## src/rtl/input_skew_buffer.sv

```systemverilog
// input_skew_buffer: per-lane delay lines that skew a row vector into a diagonal wavefront.
// Full-array or 2-tile mode, drain FSM on mode change; INPUT_SKEW_PERF_EN adds accept/drain counters.
`default_nettype none

module input_skew_buffer #(
  parameter int SIZE       = 8,
  parameter int DATA_WIDTH = 16
) (
  input  logic                       clk,
  input  logic                       rst,
  input  logic                       tile_req,
  input  logic                       in_valid,
  output logic                       in_ready,
  input  logic [SIZE*DATA_WIDTH-1:0] in_0,
  input  logic [SIZE*DATA_WIDTH-1:0] in_1,
  output logic [SIZE*DATA_WIDTH-1:0] out_data,
  output logic [SIZE-1:0]            out_valid,
  output logic                       tile_mode,
  output logic                       busy
`ifdef INPUT_SKEW_PERF_EN
  ,
  output logic [31:0]                accept_cnt,
  output logic [31:0]                drain_cnt
`endif
);

  localparam int HALF = SIZE / 2;
  localparam int CW   = (SIZE > 2) ? $clog2(SIZE) : 1;

  typedef enum logic [0:0] {
    ST_RUN   = 1'b0,
    ST_DRAIN = 1'b1
  } state_t;

  state_t        state;
  logic [CW-1:0] drain_left;
  logic          accept;

  assign in_ready = (state == ST_RUN) && (tile_req == tile_mode);
  assign accept   = in_valid && in_ready;

  // Upper half of vector B never carries data in either mode.
  logic unused_in_1;
  assign unused_in_1 = ^in_1[SIZE*DATA_WIDTH-1:HALF*DATA_WIDTH];

  always_ff @(posedge clk) begin
    if (rst) begin
      state      <= ST_RUN;
      drain_left <= '0;
      busy       <= 1'b0;
      tile_mode  <= tile_req;
    end else begin
      case (state)
        ST_RUN: begin
          if (tile_req != tile_mode) begin
            state      <= ST_DRAIN;
            busy       <= 1'b1;
            drain_left <= tile_mode ? CW'(HALF - 1) : CW'(SIZE - 1);
          end
        end
        ST_DRAIN: begin
          if (drain_left == '0) begin
            state     <= ST_RUN;
            busy      <= 1'b0;
            tile_mode <= tile_req;
          end else begin
            drain_left <= drain_left - 1'b1;
          end
        end
        default: begin
          state <= ST_RUN;
          busy  <= 1'b0;
        end
      endcase
    end
  end

  genvar i;
  generate
    for (i = 0; i < SIZE; i++) begin : g_lane
      localparam bit TILE_LANE = (i >= HALF);

      logic [DATA_WIDTH-1:0] dq [0:i];
      logic                  vq [0:i];
      logic [DATA_WIDTH-1:0] d0;
      logic                  v0;
      logic [DATA_WIDTH-1:0] d1;
      logic                  v1;

      assign v0 = accept && !(tile_mode && TILE_LANE);
      assign d0 = v0 ? in_0[DATA_WIDTH*i +: DATA_WIDTH] : '0;

      if (TILE_LANE) begin : g_tile_src
        assign v1 = accept && tile_mode;
        assign d1 = v1 ? in_1[DATA_WIDTH*(i-HALF) +: DATA_WIDTH] : '0;
      end else begin : g_no_tile_src
        assign v1 = 1'b0;
        assign d1 = '0;
      end

      // Tile lanes inject vector B part-way down the chain so the shorter delay
      // still ends at the same output register; the stages above it carry zeros.
      always_ff @(posedge clk) begin
        if (rst) begin
          for (int k = 0; k <= i; k++) begin
            dq[k] <= '0;
            vq[k] <= 1'b0;
          end
        end else begin
          dq[0] <= d0;
          vq[0] <= v0;
          for (int k = 1; k <= i; k++) begin
            if (TILE_LANE && tile_mode && (k == HALF)) begin
              dq[k] <= d1;
              vq[k] <= v1;
            end else begin
              dq[k] <= dq[k-1];
              vq[k] <= vq[k-1];
            end
          end
        end
      end

      assign out_data[DATA_WIDTH*i +: DATA_WIDTH] = dq[i];
      assign out_valid[i]                         = vq[i];
    end
  endgenerate

`ifdef INPUT_SKEW_PERF_EN
  always_ff @(posedge clk) begin
    if (rst) begin
      accept_cnt <= '0;
      drain_cnt  <= '0;
    end else begin
      if (accept && (accept_cnt != '1)) begin
        accept_cnt <= accept_cnt + 1'b1;
      end
      if ((state == ST_DRAIN) && (drain_cnt != '1)) begin
        drain_cnt <= drain_cnt + 1'b1;
      end
    end
  end
`endif

endmodule

`default_nettype wire

```

## config.mk

```make
export PLATFORM = sky130hd
export DESIGN_NAME = input_skew_buffer
export DESIGN_NICKNAME = d
export VERILOG_FILES = /design/src/rtl/input_skew_buffer.sv
export SDC_FILE = /design/constraint.sdc
export NUM_CORES = 1
export LEC_CHECK = 0
export ABC_AREA = 1
export CAP_MARGIN = 15
export CORE_MARGIN = 2
export CORE_UTILIZATION = 45
export DETAILED_ROUTE_END_ITERATION = 10
export PLACE_DENSITY = 0.72
export SLEW_MARGIN = 20
export SYNTH_ARGS = -nofsm -noshare
export SYNTH_HDL_FRONTEND = slang
export SYNTH_SLANG_ARGS = --single-unit
```

## constraint.sdc

```tcl
create_clock -name clk -period 1.4 [get_ports clk]
set_clock_uncertainty 0.05 [all_clocks]
set_input_delay 0.14 -clock clk [delete_from_list [all_inputs] [get_ports clk]]
set_output_delay 0.14 -clock clk [all_outputs]
set_load 0.05 [all_outputs]
```

Yosys cells after proc, flatten, opt, wreduce, memory -nomap -nowiden
Memory sizes are Yosys's and may differ from the RTL's.
Cells that the tools add are included.

operators by class
  equal/unequal tests = 5
  bitwise gates (word level) = 79
  add/sub/neg operators = 1
  reduce and logical (&&, ||, !) cells = 13
  multiplexer cells = 116

operators by type and width
  operator             count
  $mux 16              52
  $or 1x1->1           78
  $mux 1               58
  $reduce_or 16->1     1
  $mux 3               3
  $pmux 3 s2           1
  $reduce_and 2->1     3
  $logic_and 1x1->1    4
  $ne 2x1->1 const B   2
  $pmux 1 s2           2
  $reduce_bool 2->1    2
  $logic_not 3->1      1
  $sub 3x1->3 const B  1
  $ne 2x2->1 const B   1
  $eq 1x1->1           1
  $logic_not 1->1      1
  $ne 1x1->1           1
  $not 1->1            1
  $reduce_or 1->1      1

storage, ports and cells
  bits in writable memories = 612
  word-level logic and storage cells = 234
  input port bits = 260
  bits in registers = 6
  memories kept = 16

memories
  name              depth  bits a word  rd ports  clocked after Yosys merged registers in  write ports  RTL line  RTL
  g_lane[7].dq      8      16           8         0                                        8            83        logic [DATA_WIDTH-1:0] dq [0:i];
  g_lane[6].dq      7      16           7         0                                        7            83
  g_lane[5].dq      6      16           6         0                                        6            83
  g_lane[4].dq      5      16           5         0                                        5            83
  g_lane[3].dq      4      16           4         0                                        4            83
  g_lane[2].dq      3      16           3         0                                        3            83
  10 more memories  -      -            -         -                                        -            -

Longest topological paths before layout
  depth after elaboration = 7
  depth in mapped cells = 9
  mapped depth without buffers = 9

Least setup slack after synthesis
Ideal clock, no wire load.

  path type = reg-to-reg
  start point = register tile_mode
  end point = memory g_lane[3].dq[0][10]
  setup slack = -0.724 ns
  stages on the path, launching flop included = 8
  buffers on the path = 2
  arrival = 2.013 ns
  path through = edfxtp_1 inv_2 nand2_1 a21oi_2 nand3_2 buf_6 buf_8 nor2_4

RTL lines
  what                    RTL line  RTL
  from (decl)             18        output logic tile_mode,
  from (signal assigned)  51        tile_mode <= tile_req;
  from (signal assigned)  65        tile_mode <= tile_req;
  to (decl)               83

Worst setup path in the final report
  start point = register tile_mode
  end point = output in_ready

between the ends
  longest elaborated chain between the ends = 2

RTL lines
  what               RTL line  RTL
  $eq 1x1->1         39        assign in_ready = (state == ST_RUN) && (tile_req == tile_mode);
  $logic_and 1x1->1  39
  to (decl)          13        output logic in_ready,

No other way between the ends.

==> metrics.md <==
| Metric | Value |
|---|---|
| Launching point of the worst reg2reg path | `tile_mode$_DFFE_PP_` |
| Clock tree buffer depth | `3` |
| Final Wtd Congestion | `0.840` |
| Htree depth | `2` |
| Cell Int Power | `28900 µW` |
| Hold path endpoint | `g_lane[5].dq[0][13]$_SDFF_PP0_` |
| CTS clk-pin slew, worst paths | `60 ps` |
| Worst hold-check slack | `43.8 ps` |
| Buffering stage count on the worst path with inverters included | `3` |
| Initial standard-cell utilization of the core | `45.4%` |
| Endpoint of the worst-slack reg-to-reg timing path | `g_lane[4].dq[4][0]$_DFFE_PP_` |
| Synth Register Bits | `604` |
| Required time of the critical path | `1210 ps` |
| Share of the yosys chip area belonging to registers | `67.3%` |
| Mean number of vias per cell | `4.02` |
| Max-Cap Viols | `0` |
| Clock power frac | `43.3%` |
| Most common cell after layout, fill and taps aside | `inv_1` |
| Leakage | `0.0120 µW` |
| Status | `finished with violations` |
| Antenna-violating nets left | `0` |
| Floorplan die area | `0.0450 mm²` |
| Cell count of the worst hold path | `3` |
| CTS buffer count | `57` |
| Top library cells by usage in the layout, fill and taps aside | `600 x inv_1, 499 x dfxtp_1, 414 x nor2_1` |
| Wire per inst | `13.0 µm` |
| Post-Syn Area per Cell | `9.54 µm²` |
| Cell Area, Synth | `0.0195 mm²` |
| Number of DRC markers in iteration 0 | `584` |
| Die Ht | `212 µm` |
| Number of I/O pins | `399` |
| Remaining design rule violation count | `0` |
| # rows | `76` |
| Maximum ir drop on the vdd rail | `0.990 mV` |
| Final core occ | `64.3%` |
| Setup violators final | `202` |
| Share of the cycle needed by the critical path after routing | `127%` |
| Die span in x | `212 µm` |
| Unique cell type count in the Yosys netlist | `25` |
| Path depth of the worst reg2reg path | `7` |
| Data arrival time of the worst path | `1580 ps` |
| Final period demand of the worst path | `1770 ps` |
| Number of antenna violations at the first check in global routing | `10` |
| Max Freq | `0.565 GHz` |
| Biggest cell delay along the critical path | `390 ps` |
| Worst Path Max Fanout | `2` |
| Violated checks | `negative setup slack` |
| Combinational cell fraction of total power | `7.6%` |
| Switching power share of the total | `22.1%` |
| Vias | `12600` |
| Standard cell with the maximum stage delay on the critical path | `edfxtp_1` |
| Crit Path Class | `reg2out` |
| Clock tree from TritonCTS | `yes` |
| Overall fraction of global-route tracks in use | `17.3%` |
| Pins over their slew limit | `0` |
| Number of clock sinks | `604` |
| Ys Warns | `0` |
| Worst-skew pair later-pin latency | `600 ps` |
| Dpl hpwl | `25000 µm` |
| Synthesized instance count | `2041` |
| Signed area change from the synthesized netlist to the final layout | `41.6%` |
| FF+latch area | `0.0131 mm²` |
| Cell at the root of the clock tree | `clkbuf_16` |
| # fillers | `3162` |
| Final Net Count | `2769` |
| Worst slack at placement | `-354 ps` |
| Layout cell share with drive strength beyond 1 | `19.8%` |
| Leftover overflow at the end of global routing | `0` |
| IO buf count | `334` |
| Crit path from | `tile_mode$_DFFE_PP_` |
| Net switching power figure | `8220 µW` |
| Hold Path Class | `in2reg` |
| Number of iterations in the first detailed-routing pass | `4` |
| Cell Pwr Density | `1350 mW/mm²` |
| Critical path's most frequent cell | `buf_6` |
| Pin count of the biggest net entering global routing | `109` |
| Worst Slack Setup Final | `-371 ps` |
| Number of endpoints with negative hold slack in the final report | `0` |
| Wire length of the first global-routing pass | `61000 µm` |
| R2r setup slk | `-310 ps` |
| Kind of start point of the critical path | `flop` |
| Gate family responsible for the most delay along the worst path | `flip-flops` |
| Setup repair after global routing missed its margin | `true` |
| Crit-path cells | `buf_6 > nand2_4 > a21oi_4 > buf_6 > buf_12` |
| Area of combinational cells with multiple inputs | `0.00420 mm²` |
| Hold_sp | `in_0[93]` |
| Endpoint type of the worst setup path | `output pin` |
| Total Routed Length | `40900 µm` |
| Vias in the first global route | `12400` |
| Power share of the sequential group | `49.1%` |
| Area inside the core boundary | `0.0429 mm²` |
[per-stage QoR]
stage | power [µW] | setup TNS (ps) | area [µm²] | cells
final | 37100 | -45510 | 27600 | 3144
after global routing | 38400 | -55100 | 27600 | 3142
after CTS | 37200 | -30010 | 26700 | 3117
after detailed placement | 20900 | -42770 | 23700 | 2960
after global placement | 20800 | -37550 | 23700 | 2960
after floorplan | 19800 | -44090 | 19900 | 2141
[worst max path at each step]
stage          cells after the start                             end
6_report                           5                        in_ready
5_1_grt                            5                        in_ready
3_3_place_gp                       7  g_lane[2].dq[0][12]$_SDFF_PP0_
3_5_place_dp                       7   g_lane[0].dq[0][1]$_SDFF_PP0_
2_1_floorplan                      7   g_lane[0].dq[0][0]$_SDFF_PP0_
4_1_cts                            5                        in_ready
[sequential cells by signal, indices dropped and copies added, names as in the netlist]
register and count:
busy 1, g_lane.dq 576, state 1, drain_left 3, g_lane.vq 22, tile_mode 1
[final cells by class]
cell class,instances,area share [%]
antenna,5,0.0454
tap,585,2.66
multi-input combinational,795,15.2
timing repair buffer,443,18.9
clock inverter,27,1.02
clock buffer,79,6.33
sequential,604,47.6
inverter,606,8.26
[cell usage after synthesis (all sizes together)]
cell	count	area share (%)
ha	2	0.13
o21ai	67	1.7
nor2	528	12
buf	120	4.3
dfxtp	502	52
clkbuf	17	0.33
nand2	20	0.39
nand3	70	1.8
edfxtp	102	16
a21oi	2	0.071
inv	606	12
nand4	2	0.096
conb	1	0.019
a31oi	2	0.064
[per-layer routing]
metal | GRT usage [%] | vias up | part of all wire (%)
met5 | 0 | - | 0.17
li1 | - | 6555 | -
met1 | 19.2 | 5657 | 39
met2 | 30.3 | 318 | 51
met3 | 5.89 | 86 | 7.2
met4 | 7.38 | 10 | 3.1
[cell families (layout without fill, tap and decap cells)]
kind of cell	Yosys count	in the layout	share of synthesized area, %
adder cells (fa/ha/maj)	2	2	0.128
other	1	106	0.0193
buffers and inverters	743	1155	16.3
AO/OA/AOI/OAI	71	71	1.86
flip-flops	604	604	67.3
AND/OR/NAND/NOR	620	621	14.4
[timing repair]
action	in CTS	in global routing
buffers inserted	17	19
cloned	12	8
pin swaps	2	2
hold endpoints to repair	74	0
gates resized for setup	100	192
endpoints found under the setup margin	145	220
hold buffers	23	0
[worst register-to-register path, stage by stage, from the launching register on]
cell       delay [ps]
edfxtp_1          430
buf_6             150
buf_4             140
buf_6             110
nand4_4           210
buf_6             160
clkbuf_16         160
o21ai_2            60
[power groups by stage]
stage | Clock, µW | Combinational (µW) | Sequential [µW]
floorplan | 0 | 1020 | 18700
global placement | 0 | 2240 | 18600
detailed placement | 0 | 2270 | 18600
CTS | 16500 | 2570 | 18200
global route | 17100 | 3030 | 18300
finish | 16100 | 2820 | 18200
(Power assumes the default switching activity.)
